[src/rtl/fma16_retire.sv]
// fma16_retire: FIFO retire stage with qNaN canonicalisation, sticky fflags and a saturating retire counter
module fma16_retire #(
    parameter int DEPTH = 2,
    parameter int CNT_W = 16
) (
    input  logic             clk,
    input  logic             reset_n,
    input  logic             in_valid,
    output logic             in_ready,
    input  logic [15:0]      in_result,
    input  logic             in_nx,
    input  logic             in_of,
    input  logic             in_uf,
    input  logic             in_nv,
    output logic             out_valid,
    input  logic             out_ready,
    output logic [15:0]      out_result,
    output logic [3:0]       out_flags,
    output logic [3:0]       fflags,
    input  logic             fflags_clr,
    output logic [CNT_W-1:0] retired_cnt
);
    localparam int AW = $clog2(DEPTH);
    localparam int CW = AW + 1;
    logic [19:0]   mem [DEPTH];
    logic [AW-1:0] wr_ptr, rd_ptr;
    logic [CW-1:0] cnt;
    logic          push, pop;
    always_comb begin
        in_ready   = cnt != CW'(DEPTH);
        out_valid  = cnt != '0;
        push       = in_valid & in_ready;
        pop        = out_valid & out_ready;
        out_result = out_valid ? mem[rd_ptr][19:4] : 16'h0;
        out_flags  = out_valid ? mem[rd_ptr][3:0] : 4'h0;
    end
    always_ff @(posedge clk)
        if (push)
            mem[wr_ptr] <= {in_nv ? 16'h7E00 : in_result, in_nv, in_of, in_uf, in_nx};
    always_ff @(posedge clk or negedge reset_n) begin
        if (!reset_n) begin
            wr_ptr      <= '0;
            rd_ptr      <= '0;
            cnt         <= '0;
            fflags      <= '0;
            retired_cnt <= '0;
        end else begin
            if (push) wr_ptr <= wr_ptr + AW'(1);
            if (pop) rd_ptr <= rd_ptr + AW'(1);
            cnt <= cnt + CW'(push) - CW'(pop);
            if (pop) fflags <= (fflags_clr ? 4'h0 : fflags) | out_flags;
            else if (fflags_clr) fflags <= 4'h0;
            if (pop && !(&retired_cnt)) retired_cnt <= retired_cnt + CNT_W'(1);
        end
    end
endmodule

[config.mk]
export PLATFORM = sky130hd
export DESIGN_NAME = fma16_retire
export DESIGN_NICKNAME = d
export VERILOG_FILES = /design/src/rtl/fma16_retire.sv
export SDC_FILE = /design/constraint.sdc
export NUM_CORES = 1
export LEC_CHECK = 0
export BUFFER_PORTS_ARGS = -buffer_cell sky130_fd_sc_hd__buf_4
export CORE_UTILIZATION = 40
export DETAILED_ROUTE_END_ITERATION = 16
export PLACE_DENSITY_LB_ADDON = 0.15
export SYNTH_ARGS = -nofsm -noshare
export SYNTH_HDL_FRONTEND = slang
export SYNTH_SLANG_ARGS = --single-unit
[constraint.sdc]
create_clock -name clk -period 2.4 [get_ports clk]
set_input_delay 0 -clock clk [delete_from_list [all_inputs] [get_ports clk]]
set_output_delay 0 -clock clk [all_outputs]
set_load 0.01 [all_outputs]
After elaboration in Yosys (flattened, before gate mapping). Memories as Yosys holds them, arrays and structs flattened. Index checks and enable logic that the tools add are counted.

Flip-flop bits (word level): 24. Memory bits (writable): 40. Memories kept: 1.

Memory list: mem (depth 2, width 20, read ports 1, clocked after memory_dff 0, wr ports 1, RTL line 25) `logic [19:0] mem [DEPTH];`.

Add/sub/neg operators: 5. Equality and inequality tests: 1. Multiplexer cells: 7. Bitwise operators: 3. Reduce and logical (&&, ||, !) cells: 4.

Operator list (number): 2-to-1 mux 16 bit (2); adder 16 x 1 -> 16 bit, second input constant (1); AND reduction 16 bit (1); 2-to-1 mux 4 bit (3); bitwise OR 4 bit (1); adder 1 bit, second input constant (2); adder 2 x 1 -> 2 bit (1); bitwise AND 1 bit (2); 2-to-1 mux 1 bit (2); inequality test 2 bit, second input constant (1); nonzero test 2 bit (1); subtractor 2 x 1 -> 2 bit (1); logical AND 1 bit (1); zero test 1 bit (1).

Logic depth before layout (Yosys ltp).
Depth in word-level cells: 4. Mapped depth: 6. Mapped depth without buffers: 5.

Worst setup path after synthesis. OpenSTA, ideal clock, no wires.

Path kind: register to register. Start point: register cnt[1]. End point: memory mem[0][0] (enable). Library setup time: 0.397 ns. Arrival time: 1.625 ns. Data required time: 2.003 ns. Setup slack: 0.378 ns. Cell stages (with the launch flop): 4. Buffers on the path: 0. Clock period less this slack: 2.022 ns. Cell sequence: dfrtp_1 -> or2b_1 -> nand2_1 -> nor2_1.

Word-level cells in the longest chain between the ends: 4.

RTL lines: from (decl) (RTL line 27) `logic [CW-1:0] cnt;`; from (signal assigned) (RTL line 50) `cnt <= cnt + CW'(push) - CW'(pop);`; inequality test 2 bit (RTL line 30) `in_ready = cnt != CW'(DEPTH);`; via in_ready (RTL line 9) `output logic in_ready,`; bitwise AND 1 bit (RTL line 32) `push = in_valid & in_ready;`; 2-to-1 mux 1 bit (RTL line 38) `if (push)`; 2-to-1 mux 1 bit (RTL line 39) `mem[wr_ptr] <= {in_nv ? 16'h7E00 : in_result, in_nv, in_of, in_uf, in_nx};`; to (decl) (RTL line 25).

The timed path passes the listed nets, and every way through them passes these cells.

Worst setup path in the final report.
Start point: register retired_cnt[0]. End point: register retired_cnt[1].

Word-level cells in the longest chain between the ends: 3. Elaborated cells on any way between the ends: 4. Classes of those cells: add/sub: 1; reduce/logical: 3.

RTL lines: from (decl) (RTL line 21) `output logic [CNT_W-1:0] retired_cnt`; from (signal assigned) (RTL line 53) `if (pop && !(&retired_cnt)) retired_cnt <= retired_cnt + CNT_W'(1);`; parallel branches: the longest is 3 deep, another holds adder 16 x 1 -> 16 bit.

Several ways; the timed one is not identified. A chain may end at the register's enable or synchronous reset.

==> metrics.txt <==
Power Density=1132 nW/um2; Synthesized Nets=232; wire per inst=13.84 um; worst vdd ir=0.7354 mV; CTS Buffer Depth=2; Worst path slowest cell=nor4_4; critical path arrival=2.01 ns; P&R area growth vs syn=34.47%; CTS tree=yes; Clock power frac=0.263; leakage dissipation=1.635 nW; CP Data Required Time=2.62 ns; vias=1834; Power Internal=2.897 mW; number of flops mapped to enable cells by yosys=40; drt first-iter violations=56; Seq pwr share=0.389; CP Launch Type=register; Syn Area/Cell=13.60 um2; worst-path cell chain=ha_1 > nand3_1 > nor4_4 > nor2_2 > mux2_4; Remaining DRCs=0; top post-synthesis cells by area=edfxtp_1 43%, dfrtp_1 22%, mux2i_1 7.2%, xor2_1 3.8%, nor2_1 3.4%; Slew HR=0.6368; Worst setup EP type=register; mapped cell area=2788 um2; Placed Area=3376 um2; Antenna Cells=0; Overall Global Routing Usage=0.1592; Min-Delay Path Class=primary input to register; register bit total from synthesis=64; Sw Ratio=0.3176; Yosys cell types=38; Main synth FF type=edfxtp_1; first-pass detailed-route iteration total=4; Reg area=1802 um2; vias in the first global route=1837; largest net degree at the start of global routing=25; H-tree levels=3; clk_lat worst skew=0.33 ns; synth warn=0; placement row count=30; RSZ-0062 raised after global routing=no; Yosys top cell area share=0.4309; fin nets=319; CTS root buf=clkbuf_8; Post-Syn Instances=205; Async SR Flop Fraction=0.3750; clock skew=0.007307 ns; status=complete, no violations; slowest stage delay, CP=0.53 ns; GRT Residual Overflow=0; Max-Cap Viols=0; Commonest cells post-synth=40 x edfxtp_1, 25 x nor2_1, 24 x dfrtp_1, 20 x mux2i_1, 12 x xor2_1; post-CTS setup buffers=0; Final ANT Viol Nets=0; post-route design area=3749 um2; total I/O pin count=67; final hold violations=0; HPWL Detailed=3511 um; worst slew pin tran=0.5447 ns; core area=6756 um2; fin crit share=0.7470; share of cells above drive strength 1=0.3502; Comb power frac=0.348; clock sinks=64; Initial Utilization=0.4126; min Tclk post-route=1.793 ns; initial antenna violation count=0; Synth area leader=edfxtp_1; area of the multi-input gates=918.4 um2; highest clock rate=557.8 MHz; Setup Crit Path Kind=register to register; fill count=595; Num CTS Buffers=9; Die Wd=85.48 um; global placement routability congestion=0.7683; global-route wire length before repair=8659 um; CP delay by family, top=simple AND/OR/NAND/NOR gates; max-slew violations=0; number of buffer cells added on primary ports=66; setup TNS=0 ns; drt total wl=5218 um; CP bufs+invs=0; Worst-path clk slew=0.07 ns; chip height=85.48 um; endpoints failing setup=0; DIE AREA=7307 um2; sequential fraction of the synthesis area=0.6463; post-cts resize count=0; Psw=1.348 mW; Max FO, Critical Path=9; average vias per placed instance=4.865; most frequent cell after synthesis=edfxtp_1
-- power by group through the flow --
stage                     Combinational [mW]  Sequential [mW]  Clock [mW]
after floorplan                        0.805             1.66           0
after global placement                  1.48             1.67           0
after detailed placement                1.49             1.68           0
after CTS                               1.51             1.66        1.14
after global routing                    1.63             1.68        1.19
final                                   1.48             1.65        1.12
-- cell usage in the layout, fill, tap and decap left out, types with 2 or more instances in the layout --
cell           count
xnor2_1            7
buf_4             71
edfxtp_1          40
inv_1              6
nor2b_1           10
nor3_1             4
ha_1               2
nor4_2             2
nand2_1            7
mux2i_1           20
or2_2              7
dfrtp_1           24
bufinv_16          3
nor2_2             2
dlygate4sd3_1     13
o22ai_1            4
xor2_1            12
clkbuf_8           9
nand3_1            4
nor2_1            24
nand4_1            4
-- stage by stage --
step / cells / hold WS (ns) / util / total power [mW] / worst slack (ns)
floorplan: 205 / -0.2956 / - / 2.464 / 0.3781
global placement: 348 / -0.08348 / 0.4996 / 3.147 / 0.6471
detailed placement: 348 / -0.08173 / 0.4996 / 3.171 / 0.5998
CTS: 377 / 0.0006832 / 0.5548 / 4.313 / 0.5884
global route: 377 / 0.006520 / 0.5548 / 4.502 / 0.4916
finish: 377 / 0.01228 / 0.5548 / 4.245 / 0.6071
-- worst reg2reg max path, stage by stage, from the launching register on --
cell and delay (ns):
dfrtp_1 0.42, ha_1 0.18, nand3_1 0.13, nor4_4 0.53
nor2_2 0.10, mux2_4 0.31
-- timing repair --
item | CTS | global route
endpoints found under the setup margin | 0 | 0
hold endpoints to repair | 50 | 0
hold buffers | 13 | 0
-- final timing paths --
check	startpoint	endpoint	slack [ns]	cells past startpoint
min in group asynchronous	reset_n	retired_cnt[7]	0.10	2
min	in_nv	mem[1][3]	0.01	1
min reg2reg	retired_cnt[13]	retired_cnt[13]	0.51	1
max	retired_cnt[0]	retired_cnt[1]	0.61	5
max reg2reg	retired_cnt[0]	retired_cnt[1]	0.61	5
max in group asynchronous	reset_n	retired_cnt[10]	2.06	2
-- metal layers --
metal | global-route usage | part of all wire | wire, um | vias up
met2 | 0.2684 | 0.51 | 2662 | 51
met4 | 0.07727 | 0.014 | 72 | 0
met1 | 0.1844 | 0.41 | 2163 | 878
li1 | - | - | - | 899
met3 | 0.04961 | 0.061 | 320 | 6
met5 | 0 | 0 | 0 | -
-- state kept, by name, summed over array words and instances (netlist names) --
signal       cells
cnt              2
fflags           4
mem             40
rd_ptr           1
retired_cnt     16
wr_ptr           1
-- layout make-up --
cell class | count | share of cell area
clock buffers | 9 | 0.03304
clock inverters | 7 | 0.03171
well taps | 80 | 0.02670
inverters | 6 | 0.006008
flip-flops and latches | 64 | 0.4806
multi-input cells | 127 | 0.2450
repair buffers | 84 | 0.1769
-- logic make-up (layout without fill, tap and decap cells) --
kind of cell    after synthesis  in the layout  synth area share
buf+inv                      14            106           0.02513
simple gates                 79             79            0.1688
mux                          21             21           0.07720
xor+xnor                     19             19           0.05969
compound gates                6              6           0.01391
flops                        64             64            0.6463
fa+ha+maj                     2              2          0.008975
Power figures use the tool's default switching activity.
